File: src/rtl/wb_commit_buffer.sv
// Write-back commit FIFO: in-order retire to the regfile, exception/ERET commit to CP0, decode forwarding.
// Optional feature macro WB_FWD_EN: when defined, forwarded data is driven; otherwise only fwd_busy is driven.
module wb_commit_buffer #(
  parameter int DATA_W = 32,
  parameter int ADDR_W = 5,
  parameter int PC_W   = 32,
  parameter int DEPTH  = 4
) (
  input  logic              clk,
  input  logic              reset,
  input  logic              ms_to_ws_valid,
  output logic              ws_allowin,
  input  logic [PC_W-1:0]   ms_pc,
  input  logic              ms_gr_we,
  input  logic [ADDR_W-1:0] ms_dest,
  input  logic [DATA_W-1:0] ms_result,
  input  logic              ms_ex,
  input  logic [4:0]        ms_ex_code,
  input  logic              ms_bd,
  input  logic              ms_eret,
  input  logic [PC_W-1:0]   ms_badvaddr,
  input  logic              rf_wr_ready,
  output logic              rf_we,
  output logic [ADDR_W-1:0] rf_waddr,
  output logic [DATA_W-1:0] rf_wdata,
  output logic              ex_valid,
  output logic [4:0]        ex_code,
  output logic              ex_bd,
  output logic [PC_W-1:0]   ex_pc,
  output logic [PC_W-1:0]   ex_badvaddr,
  output logic              eret_valid,
  output logic              ws_flush,
  input  logic [ADDR_W-1:0] fwd_raddr,
  output logic              fwd_busy,
  output logic              fwd_hit,
  output logic [DATA_W-1:0] fwd_data,
  output logic [PC_W-1:0]   debug_wb_pc,
  output logic [3:0]        debug_wb_rf_wen,
  output logic [ADDR_W-1:0] debug_wb_rf_wnum,
  output logic [DATA_W-1:0] debug_wb_rf_wdata
);
  localparam int PTR_W = $clog2(DEPTH);
  localparam int CNT_W = PTR_W + 1;

  logic [PC_W-1:0]   pc_q     [DEPTH];
  logic              gr_we_q  [DEPTH];
  logic [ADDR_W-1:0] dest_q   [DEPTH];
  logic [DATA_W-1:0] result_q [DEPTH];
  logic              ex_q     [DEPTH];
  logic [4:0]        code_q   [DEPTH];
  logic              bd_q     [DEPTH];
  logic              eret_q   [DEPTH];
  logic [PC_W-1:0]   bva_q    [DEPTH];

  logic [PTR_W-1:0] wr_ptr_q, wr_ptr_d, rd_ptr_q, rd_ptr_d;
  logic [CNT_W-1:0] count_q, count_d;
  logic [PTR_W-1:0] head;
  logic             head_vld, head_flush, retire, enq;
  logic [DEPTH-1:0] match_age;

  // Commit outputs are masked during reset so a reset cycle never retires or signals CP0.
  assign head       = rd_ptr_q;
  assign head_vld   = ~reset & (count_q != '0);
  assign head_flush = head_vld & (ex_q[head] | eret_q[head]);
  assign retire     = head_vld & (ex_q[head] | eret_q[head] | ~gr_we_q[head] | rf_wr_ready);
  assign ws_flush   = head_flush;
  assign ws_allowin = ~reset & (count_q != CNT_W'(DEPTH)) & ~head_flush;
  assign enq        = ms_to_ws_valid & ws_allowin;

  assign rf_we       = head_vld & gr_we_q[head] & ~ex_q[head] & ~eret_q[head] & rf_wr_ready;
  assign rf_waddr    = head_vld ? dest_q[head] : '0;
  assign rf_wdata    = head_vld ? result_q[head] : '0;
  assign ex_valid    = head_vld & ex_q[head];
  assign eret_valid  = head_vld & ~ex_q[head] & eret_q[head];
  assign ex_code     = ex_valid ? code_q[head] : '0;
  assign ex_bd       = ex_valid & bd_q[head];
  assign ex_pc       = ex_valid ? pc_q[head] : '0;
  assign ex_badvaddr = ex_valid ? bva_q[head] : '0;

  assign debug_wb_pc       = retire ? pc_q[head] : '0;
  assign debug_wb_rf_wen   = {4{rf_we}};
  assign debug_wb_rf_wnum  = rf_waddr;
  assign debug_wb_rf_wdata = rf_wdata;

  always_comb begin
    wr_ptr_d = wr_ptr_q;
    rd_ptr_d = rd_ptr_q;
    count_d  = count_q;
    if (head_flush) begin
      wr_ptr_d = '0;
      rd_ptr_d = '0;
      count_d  = '0;
    end else begin
      if (enq)    wr_ptr_d = wr_ptr_q + PTR_W'(1);
      if (retire) rd_ptr_d = rd_ptr_q + PTR_W'(1);
      case ({enq, retire})
        2'b10:   count_d = count_q + CNT_W'(1);
        2'b01:   count_d = count_q - CNT_W'(1);
        default: count_d = count_q;
      endcase
    end
  end

  always_ff @(posedge clk) begin
    if (reset) begin
      wr_ptr_q <= '0;
      rd_ptr_q <= '0;
      count_q  <= '0;
    end else begin
      wr_ptr_q <= wr_ptr_d;
      rd_ptr_q <= rd_ptr_d;
      count_q  <= count_d;
    end
  end

  always_ff @(posedge clk) begin
    if (enq) begin
      pc_q[wr_ptr_q]     <= ms_pc;
      gr_we_q[wr_ptr_q]  <= ms_gr_we;
      dest_q[wr_ptr_q]   <= ms_dest;
      result_q[wr_ptr_q] <= ms_result;
      ex_q[wr_ptr_q]     <= ms_ex;
      code_q[wr_ptr_q]   <= ms_ex_code;
      bd_q[wr_ptr_q]     <= ms_bd;
      eret_q[wr_ptr_q]   <= ms_eret;
      bva_q[wr_ptr_q]    <= ms_badvaddr;
    end
  end

  // match_age[a] refers to the entry a slots behind the head, so higher a is younger.
  always_comb begin
    match_age = '0;
    for (int a = 0; a < DEPTH; a++) begin
      logic [PTR_W-1:0] fidx;
      fidx = rd_ptr_q + PTR_W'(a);
      match_age[a] = ~reset & (fwd_raddr != '0) & (CNT_W'(a) < count_q) &
                     gr_we_q[fidx] & ~ex_q[fidx] & (dest_q[fidx] == fwd_raddr);
    end
  end

  assign fwd_busy = |match_age;

`ifdef WB_FWD_EN
  always_comb begin
    fwd_data = '0;
    for (int a = 0; a < DEPTH; a++)
      if (match_age[a]) fwd_data = result_q[rd_ptr_q + PTR_W'(a)];
  end
  assign fwd_hit = fwd_busy;
`else
  assign fwd_hit  = 1'b0;
  assign fwd_data = '0;
`endif

endmodule
File: config.mk
export PLATFORM = sky130hd
export DESIGN_NAME = wb_commit_buffer
export DESIGN_NICKNAME = d
export VERILOG_FILES = /design/src/rtl/wb_commit_buffer.sv
export SDC_FILE = /design/constraint.sdc
export NUM_CORES = 1
export LEC_CHECK = 0
export ABC_AREA = 1
export CORE_MARGIN = 2
export CORE_UTILIZATION = 53
export DETAILED_ROUTE_END_ITERATION = 10
export GPL_TIMING_DRIVEN = 0
export PLACE_DENSITY = 0.9
export SLEW_MARGIN = 25
export SYNTH_ARGS = -nofsm -noshare
export SYNTH_HDL_FRONTEND = slang
export SYNTH_SLANG_ARGS = --single-unit
File: constraint.sdc
create_clock -name clk -period 8.4 [get_ports clk]
set_input_delay 1.68 -clock clk [delete_from_list [all_inputs] [get_ports clk]]
set_output_delay 1.68 -clock clk [all_outputs]
set_load 0.05 [all_outputs]
==> flow_summary.toml <==
[synth]
ys_seq_area_share_pct = 68.51
synthSimpleGateAreaFrac_pct = 16.33
synth.distinct_cells = 34
ys_warn_count = 0
synth_flop_cell = "edfxtp_1"
synthAdderAreaFrac_pct = 0.5760
synth_cells = 1721
synth_seq_cells = 449
yosysMostFrequentCell = "edfxtp_1"
async_reset_ff_share_pct = 0
netlist.area_leader.share_pct = 67.58
synth_mux_area_share_pct = 0
synth-compound-area-share_pct = 8.269
synth_common_cells = "edfxtp_1, nor2_1, nand2_1"
synth-edff-count = 440
synth-xor-area-share_pct = 0.04480
syn-cell-area_um2 = 19550
avgSynthCellArea_um2 = 11.36
yosys.area.top_type = "edfxtp_1"
synth_area_leaders = "edfxtp_1, nor2_1, nand2_1"
synth_top_family_by_area = "simple AND/OR/NAND/NOR gates"

[global_route]
grt_max_degree = 23
antenna_found_initial = 5
grt_pass1_vias = 14350
grt_use_total_pct = 27.05
grt_pass1_wl_um = 79310
grt_overflow_total = 0

[cells_and_area]
final_nets = 2253
final_cells = 2630
drive_gt1_share_pct = 12.05
finalInstanceArea_um2 = 25210
synthToLayoutAreaGrowth_pct = 28.95
nFillCells = 2439

[placed_design]
dp.cells = 2547
place_congestion = 0.9066
numPortBuffers = 304
place_area_um2 = 23840
dp_hpwl_um = 36060

[routing]
via_per_inst = 5.592
drt_wl_total_um = 53270
drt-wirelength-per-cell_um = 20.26
drt_first_pass_iters = 6
drc = 0
drt_iter0_drc = 1687
met2_length_um = 26520
met1_length_um = 19560
ant_nets = 0
highest_layer = "met4"
vias = 14710
wl_met3_um = 4987

[die]
fp.coreArea_um2 = 36430
die_h_um = 196.1
die_w_um = 196.1
io_pins = 338
fp-row-count = 70
dieArea_um2 = 38440
initial_core_util_pct = 53.66

[sta]
slew_violations = 0
fin_crit_sh_pct = 75.00
rsz0062_at_grt = "false"
finClkSkew_ps = 15.33
timing.fmax_ghz = 0.1587
relSlewSlack_pct = 31.04
hold_violations = 0
fin_crit_ps = 6300
finalSetupViolations = 0
worst_pin_slew_ps = 1034

[power_and_ir_drop]
power_density_nw_per_um2 = 312.9
peakVddDrop_mv = 0.2560
p_leak_nw = 9.291

[critical_path]
critical_path.top_delay_family = "buffers and inverters"
worstPathArrival_ps = 4620
crit_chain = "clkdlybuf4s50_1 > a21oi_2 > inv_1 > clkbuf_1 > clkbuf_1 > a21oi_1 > buf_4 > clkdlybuf4s50_1"
end_kind = "output port"
slowest_delay_ps = 690
cp-start-kind = "input port"
crit_fanout = 10
worst_path_max_delay_cell = "clkdlybuf4s50_1"
worstPathRequired_ps = 6720
crit_buf_inv = 6
path_class = "input port to output port"

[worst_hold_path]
hold_path.class = "flop to flop"

[cts]
clk_latency_ps = 540
clkTransAtPathRegs_ps = 60
holdBufCountCts = 0
cts.repair.resized = 0
cts_tree = "done"
cts_root_buffer = "clkbuf_16"
cts_max_level = 2
clkSinkCount = 449
cts_setup_buffers = 0
cts_buffers = 44
ctsLongestPathBuffers = 3

[job]
drv_cap = 0

[status]
status = "completed"
placed cells by master (no fill, tap or decap), types with 2 or more instances in the layout:
cell type and instances:
edfxtp_1 440, nor2_1 351, nand2_1 318, clkdlybuf4s50_1 304, o21ai_0 126, a21oi_1 103
buf_4 87, clkbuf_1 49, nand3_1 48, clkbuf_16 46, inv_1 38, buf_2 36
nor2_4 34, conb_1 33, a32o_1 32, o21ai_1 22, buf_16 11, buf_12 11
ha_1 9, dfxtp_1 9, clkinv_2 9, clkinv_1 9, inv_2 6, diode_2 5
nand2_2 3, buf_8 3, buf_6 2, bufinv_16 2
logic make-up (layout without fill, tap and decap cells):
family                     count (synthesis)  count (layout)
other                                      1              38
adders and majority gates                  9               9
xor gates and xnor gates                   1               1
DFF                                      449             449
and+or+nand+nor                          761             761
AOI/OAI and AO/OA                        287             287
buffers and inverters                    213             617
metal layers:
metal  GRT usage, %  vias to the layer above
met1          33.44                     6945
li1               -                     6656
met4          12.46                        0
met5              0                        -
met2          46.37                      947
met3          5.140                      158
tightest hold or removal path: cells and delay by family (launching register included):
kind,cells,cell delay [ps]
AO/OA/AOI/OAI,1,60
AND/OR/NAND/NOR,1,70
flip-flops,1,340
metrics by stage:
stage	setup slack, ps	total power (W)	hold slack (ps)	util (%)	TNS (ps)
2_1_floorplan	834.6	0.004943	480.8	-	0
3_3_place_gp	-3154	0.005900	492.8	63.95	-346070
3_5_place_dp	2065	0.006033	509.8	65.44	0
4_1_cts	2061	0.007865	521.9	69.16	0
5_1_grt	1909	0.008210	559.2	69.19	0
6_report	2100	0.007887	517.7	69.19	0
path summary, 6_finish.rpt:
| path | from | endpoint | slack, ps | cells after the start |
|---|---|---|---|---|
| setup / recovery | reset | rf_wdata[25] | 2100 | 8 |
| hold / removal | wr_ptr_q[1] | wr_ptr_q[1] | 520 | 2 |
| setup reg to reg | flop | bva_q[1][15] | 4990 | 13 |
| hold reg to reg | wr_ptr_q[1] | wr_ptr_q[1] | 520 | 2 |
state kept, by name, summed over array words and instances, names as in the netlist, 3 cells and up, named ones only:
name / count
code_q: 20
gr_we_q: 4
pc_q: 128
count_q: 3
dest_q: 20
eret_q: 4
bd_q: 4
result_q: 128
bva_q: 128
ex_q: 4
report_power, final:
part	leakage, nW	switching [W]	internal (W)
clock	0.667	0.000792	0.00106
combinational	4.56	0.00231	0.00103
sequential	4.06	0.0000514	0.00265
total	9.29	0.00315	0.00474
cell type report:
| cell class | instances | area [µm²] | area share (%) |
|---|---|---|---|
| Inverter | 45 | 171.4 | 0.6800 |
| Buffer | 168 | 1051 | 4.169 |
| Antenna cell | 5 | 12.51 | 0.04963 |
| Clock buffer | 56 | 1189 | 4.715 |
| Clock inverter | 22 | 163.9 | 0.6502 |
| Multi-Input combinational cell | 1091 | 5077 | 20.14 |
| Sequential cell | 449 | 13390 | 53.13 |
| Tap cell | 468 | 585.6 | 2.323 |
| Timing Repair Buffer | 326 | 3566 | 14.15 |
Power figures use the tool's default switching activity.
